===== config.mk =====
export PLATFORM = sky130hd
export DESIGN_NAME = vacc_sched
export DESIGN_NICKNAME = d
export VERILOG_FILES = /design/src/rtl/vacc_sched.sv
export SDC_FILE = /design/constraint.sdc
export NUM_CORES = 1
export LEC_CHECK = 0
export ABC_AREA = 0
export CORE_AREA = 3 3 149 151
export CTS_BUF_LIST = sky130_fd_sc_hd__clkbuf_8
export CTS_CLUSTER_DIAMETER = 150
export DETAILED_ROUTE_END_ITERATION = 6
export DIE_AREA = 0 0 152 154
export DONT_BUFFER_PORTS = 1
export GPL_ROUTABILITY_DRIVEN = 0
export PLACE_DENSITY = 0.46
export SKIP_LAST_GASP = 1
export SLEW_MARGIN = 10
export SYNTH_ARGS = -nofsm -noshare
export SYNTH_HDL_FRONTEND = slang
export SYNTH_SLANG_ARGS = --single-unit

===== constraint.sdc =====
create_clock -name clk -period 6 [get_ports clk]
set_input_delay 0.6 -clock clk [delete_from_list [all_inputs] [get_ports clk]]
set_output_delay 0.6 -clock clk [all_outputs]
set_load 0.005 [all_outputs]

===== src/rtl/vacc_sched.sv =====
// Run-control sequencer for a vacc vector accumulator: arm/clear/align/run FSM,
// dump counting, timestamping and buffer ping-pong. Optional watchdog: VACC_SCHED_WATCHDOG_EN.
module vacc_sched #(
  parameter int unsigned VECTOR_WIDTH = 11,
  parameter int unsigned TS_WIDTH     = 48,
  parameter int unsigned CNT_WIDTH    = 16,
  parameter int unsigned RST_CYCLES   = 4,
  parameter int unsigned SYNC_TIMEOUT = 2**20
) (
  input  logic                    clk,
  input  logic                    rst,
  input  logic                    ce,
  input  logic                    sync_in,
  input  logic                    arm,
  input  logic                    abort,
  input  logic [1:0]              mode,
  input  logic [CNT_WIDTH-1:0]    n_dumps,
  input  logic                    ack,
  input  logic                    dump_we,
  input  logic [VECTOR_WIDTH-1:0] dump_addr,
  output logic                    vacc_rst,
  output logic                    vacc_sync,
  output logic                    vacc_trig,
  output logic                    busy,
  output logic                    buf_sel,
  output logic                    dump_done,
  output logic [CNT_WIDTH-1:0]    dump_count,
  output logic [TS_WIDTH-1:0]     timestamp,
  output logic                    overrun,
  output logic                    sync_lost
);

  typedef enum logic [2:0] {IDLE, CLEAR, WAIT_SYNC, ALIGN, RUN} state_t;

  localparam int unsigned RC_W = (RST_CYCLES > 1) ? $clog2(RST_CYCLES) : 1;
  localparam logic [VECTOR_WIDTH-1:0] LAST_ADDR = {{(VECTOR_WIDTH-1){1'b1}}, 1'b0};

  state_t                  state, state_nx;
  logic [RC_W-1:0]         rcnt, rcnt_nx;
  logic [1:0]              mode_q, mode_nx;
  logic [CNT_WIDTH-1:0]    nd_q, nd_nx;
  logic [TS_WIDTH-1:0]     sample_cnt;
  logic                    dump_we_q;
  logic [VECTOR_WIDTH-1:0] dump_addr_q;
  logic                    pending, pend_nx;
  logic                    vacc_rst_nx, vacc_sync_nx, vacc_trig_nx, dump_done_nx;
  logic                    buf_nx, ovr_nx;
  logic [CNT_WIDTH-1:0]    cnt_nx, cnt_inc;
  logic [TS_WIDTH-1:0]     ts_nx;
  logic                    dump_end, run_finished;

`ifdef VACC_SCHED_WATCHDOG_EN
  localparam int unsigned WD_W = (SYNC_TIMEOUT > 1) ? $clog2(SYNC_TIMEOUT) : 1;
  logic [WD_W-1:0] wd, wd_nx;
  logic            lost_nx;
`endif

  // A dump is only counted if the readout actually reached the final address.
  assign dump_end = (state == RUN) && dump_we_q && !dump_we && (dump_addr_q == LAST_ADDR);
  assign cnt_inc  = (dump_count == '1) ? dump_count : dump_count + CNT_WIDTH'(1);
  assign run_finished = (mode_q == 2'd2) ? 1'b0 :
                        (mode_q == 2'd1) ? (cnt_inc >= nd_q) : 1'b1;
  assign busy = (state != IDLE);

  always_comb begin
    state_nx     = state;
    rcnt_nx      = rcnt;
    mode_nx      = mode_q;
    nd_nx        = nd_q;
    pend_nx      = pending;
    vacc_rst_nx  = 1'b0;
    vacc_sync_nx = 1'b0;
    vacc_trig_nx = 1'b0;
    dump_done_nx = 1'b0;
    buf_nx       = buf_sel;
    ovr_nx       = overrun;
    cnt_nx       = dump_count;
    ts_nx        = timestamp;
`ifdef VACC_SCHED_WATCHDOG_EN
    lost_nx      = sync_lost;
    wd_nx        = '0;
`endif
    if (ack) pend_nx = 1'b0;
    if (abort) begin
      state_nx    = IDLE;
      vacc_rst_nx = 1'b1;
    end else begin
      unique case (state)
        IDLE: if (arm) begin
          state_nx    = CLEAR;
          vacc_rst_nx = 1'b1;
          rcnt_nx     = '0;
          cnt_nx      = '0;
          ovr_nx      = 1'b0;
          pend_nx     = 1'b0;
          buf_nx      = 1'b0;
          mode_nx     = mode;
          nd_nx       = (n_dumps == '0) ? CNT_WIDTH'(1) : n_dumps;
`ifdef VACC_SCHED_WATCHDOG_EN
          lost_nx     = 1'b0;
`endif
        end
        CLEAR: begin
          if (rcnt == RC_W'(RST_CYCLES - 1)) begin
            state_nx = WAIT_SYNC;
          end else begin
            vacc_rst_nx = 1'b1;
            rcnt_nx     = rcnt + RC_W'(1);
          end
        end
        WAIT_SYNC: if (sync_in) begin
          vacc_sync_nx = 1'b1;
          state_nx     = ALIGN;
        end
        ALIGN: if (sync_in) begin
          vacc_trig_nx = 1'b1;
          ts_nx        = sample_cnt;
          state_nx     = RUN;
        end
        RUN: if (dump_end) begin
          dump_done_nx = 1'b1;
          cnt_nx       = cnt_inc;
          buf_nx       = !buf_sel;
          // Same-cycle ack retires the older buffer, so only an un-acked one overruns.
          if (pending && !ack) ovr_nx = 1'b1;
          pend_nx      = 1'b1;
          state_nx     = run_finished ? IDLE : ALIGN;
        end
        default: state_nx = IDLE;
      endcase
    end
`ifdef VACC_SCHED_WATCHDOG_EN
    if (!abort && (state == WAIT_SYNC || state == ALIGN) && !sync_in) begin
      if (wd == WD_W'(SYNC_TIMEOUT - 1)) begin
        lost_nx     = 1'b1;
        state_nx    = IDLE;
        vacc_rst_nx = 1'b1;
      end else begin
        wd_nx = wd + WD_W'(1);
      end
    end
`endif
  end

  always_ff @(posedge clk or posedge rst) begin
    if (rst) begin
      state       <= IDLE;
      rcnt        <= '0;
      mode_q      <= '0;
      nd_q        <= '0;
      pending     <= 1'b0;
      vacc_rst    <= 1'b0;
      vacc_sync   <= 1'b0;
      vacc_trig   <= 1'b0;
      dump_done   <= 1'b0;
      buf_sel     <= 1'b0;
      overrun     <= 1'b0;
      dump_count  <= '0;
      timestamp   <= '0;
      sample_cnt  <= '0;
      dump_we_q   <= 1'b0;
      dump_addr_q <= '0;
    end else if (ce) begin
      state       <= state_nx;
      rcnt        <= rcnt_nx;
      mode_q      <= mode_nx;
      nd_q        <= nd_nx;
      pending     <= pend_nx;
      vacc_rst    <= vacc_rst_nx;
      vacc_sync   <= vacc_sync_nx;
      vacc_trig   <= vacc_trig_nx;
      dump_done   <= dump_done_nx;
      buf_sel     <= buf_nx;
      overrun     <= ovr_nx;
      dump_count  <= cnt_nx;
      timestamp   <= ts_nx;
      sample_cnt  <= sample_cnt + TS_WIDTH'(1);
      dump_we_q   <= dump_we;
      dump_addr_q <= dump_addr;
    end
  end

`ifdef VACC_SCHED_WATCHDOG_EN
  always_ff @(posedge clk or posedge rst) begin
    if (rst) begin
      wd        <= '0;
      sync_lost <= 1'b0;
    end else if (ce) begin
      wd        <= wd_nx;
      sync_lost <= lost_nx;
    end
  end
`else
  assign sync_lost = 1'b0;
`endif

endmodule


==> flow_metrics.tcl <==
set metrics [dict create \
    grt_usage_pct 14.42 \
    status "finished clean" \
    dr.first_iter.drc_count 340 \
    cp-endpoint "state[0]" \
    crit_chain "nand4_1, or3_1, nor3_2, xnor2_1, nand2_1, ha_1, nand4_1, nor3_1, o21ai_0, nand4_1, o21ai_0" \
    ctsResizeCount 0 \
    post-dp-hpwl_um 11540 \
    wl_met2_um 7534 \
    first_pass_iters 4 \
    drc_errors 0 \
    rsz0062_at_grt "false" \
    yosysUniqueCellTypes 57 \
    p_clk_share_pct 35.8 \
    r2r_end "state[0]" \
    rrSetupSlack_ps 2660 \
    ys_ff_latch 154 \
    cts_max_level 4 \
    clkLatencyLatePin_ps 450 \
    finalHoldViolations 0 \
    syn_nets 727 \
    synth.yosys.warnings 0 \
    area_growth_pct 8.282 \
    comb_power_share_pct 10.0 \
    start_util_pct 34.97 \
    max_stage_delay_ps 570 \
    grt_pass1_wl_um 27340 \
    seqPwrFrac_pct 54.2 \
    clkSlewWorstSetupHoldPaths_ps 90 \
    portBuffers 0 \
    die_h_um 154 \
    slew_violations 0 \
    final_nets 716 \
    dp_cells 916 \
    r2r_start "dump_count[6]" \
    postCtsSetupBuffers 0 \
    via_per_inst 5.265 \
    wl_met1_um 7607 \
    fp-row-count 53 \
    critical_path_required_ps 6310 \
    fin_cells 946 \
    synthFlopType "dfrtp_1" \
    switching_share_pct 27.88 \
    cp-start-kind "flip-flop" \
    yosysSeqAreaShare_pct 52.60 \
    multi_input_area_um2 3213 \
    crit_path_max_fanout 10 \
    routedWlPerCell_um 17.44 \
    synthTopCellsByCount "dfrtp_1, mux2_2, nand2_1, nor2_1, xnor2_1" \
    hold_class "primary input to asynchronous set/reset pin" \
    synthCells 671 \
    p_int_mw 1.582 \
    fp.dieW_um 152 \
    switchingPower_mw 0.6114 \
    vias 4981 \
    grt_max_degree 88 \
    finalSetupViolCount 0 \
    cts_sinks 154 \
    fillers 2102 \
    core_um2 20960 \
    io_pins 109 \
    antenna_found_initial 0 \
    cp_slowest_cell "dfrtp_1" \
    critPathKind "flip-flop to flip-flop" \
    synth_top_area_share_pct 52.60 \
    cts_tree "built" \
    path_common_cell "nand4_1" \
    hold_ws_ps 181.9 \
    dieArea_um2 23410 \
    avgSynthCellArea_um2 10.92 \
    p_leak_nw 3.617 \
    grt_overflow 0 \
    async_flop_share_pct 100.0 \
    top_layer "met4" \
    clock-root-buffer "clkbuf_8" \
    yosysMostFrequentCell "dfrtp_1" \
    timing.setup.tns_ps 0 \
    drive_above_1_share_pct 16.69 \
    grt_pass1_vias 5067 \
    cp_data_arrival_time_ps 3650 \
    reg2regPathDepth 11 \
    ctsLongestPathBuffers 2 \
    p_per_area_nw_per_um2 276.4 \
    ctsHoldBuffers 0 \
    drt_wl_total_um 16500 \
    max_freq_mhz 299.7 \
    drv_cap 0 \
    crit_path_start "dump_count[6]" \
    synth_edf_count 0 \
    end_kind "flip-flop" \
    skew_ps 18.00 \
    ant_nets 0 \
    diodes 0 \
    syn_area_um2 7327 \
    numCtsBuffers 17 \
    wl_met3_um 1177 \
    final_util_pct 37.86 \
    ir_drop_mv 0.1155 \
    layout.area.seq_um2 3854 \
    synth_top_area_cell "dfrtp_1" \
    slew_headroom_pct 31.41 \
    final.period_utilization_pct 55.60 \
    period_minus_slack_ps 3336 \
    worst_pin_slew_ps 1029 \
    yosys-top-cells-area "dfrtp_1, mux2_2, xnor2_1" \
]
==> worst min-delay path by stage <==
stage / slack, ps / cells after the start / to / startpoint
5_1_grt: 200 / 1 / sample_cnt[0] / ce
3_5_place_dp: 460 / 1 / sample_cnt[47] / sample_cnt[47]
4_1_cts: 190 / 1 / timestamp[36] / rst
3_3_place_gp: 460 / 1 / sample_cnt[47] / sample_cnt[47]
6_report: 180 / 1 / timestamp[43] / rst
2_1_floorplan: 440 / 1 / sample_cnt[47] / sample_cnt[47]
==> power by group through the flow <==
stage	Combinational (mW)	Clock [mW]	Sequential, mW
after floorplan	0.181	0	1.18
after global placement	0.214	0	1.21
after detailed placement	0.222	0	1.21
after CTS	0.224	0.819	1.19
after global routing	0.256	0.861	1.20
final	0.220	0.784	1.19
==> kinds of logic (layout without fill, tap and decap cells) <==
family | after synthesis | count (layout) | synth area share [%]
and+or+nand+nor | 212 | 212 | 15.40
DFF | 154 | 154 | 52.60
buffers and inverters | 65 | 65 | 3.620
adders and majority gates | 19 | 19 | 3.245
muxes | 67 | 67 | 10.25
xor gates and xnor gates | 58 | 58 | 6.933
AOI/OAI and AO/OA | 95 | 95 | 7.906
other | 1 | 1 | 0.05118
==> state kept, by name, summed over array words and instances (netlist names), 2 cells and up <==
register and count:
dump_count 16, mode_q 2, dump_addr_q 11, state 3
timestamp 48, rcnt 2, nd_q 16, sample_cnt 48
==> metal layers <==
metal | GRT usage (%) | vias up
met4 | 3.853 | 0
li1 | - | 2337
met1 | 19.63 | 2486
met5 | 0 | -
met3 | 5.010 | 11
met2 | 22.06 | 147
==> critical path, delay by kind of cell, from the launching register on <==
kind | cells | cell delay, ps
simple gates | 7 | 1920
xor+xnor | 1 | 170
flops | 1 | 570
fa+ha+maj | 1 | 300
compound gates | 2 | 250
==> per-stage QoR <==
| step | power [mW] | cell area, um^2 | worst slack [ps] |
|---|---|---|---|
| 3_5_place_dp | 1.432 | 7555 | 2725 |
| 6_report | 2.193 | 7934 | 2664 |
| 4_1_cts | 2.232 | 7934 | 2706 |
| 3_3_place_gp | 1.420 | 7555 | 2817 |
| 5_1_grt | 2.319 | 7934 | 2307 |
| 2_1_floorplan | 1.365 | 7327 | 1250 |
==> cell usage in the layout, fill, tap and decap left out, drive strengths merged, types with 20 or more instances in the layout <==
cell type	n
dfrtp	154
mux2	64
nand2	61
nor2	39
inv	37
xnor2	34
o21ai	34
nand3	28
xor2	24
nand4	22
a21oi	20
==> area by class of cell <==
| type | instances | area share (%) |
|---|---|---|
| Clock buffer | 17 | 2.949 |
| Clock inverter | 13 | 1.829 |
| Inverter | 33 | 1.624 |
| Multi-Input combinational cell | 452 | 40.50 |
| Sequential cell | 154 | 48.57 |
| Tap cell | 275 | 4.337 |
| Timing Repair Buffer | 2 | 0.1892 |
(Power assumes the default switching activity.)
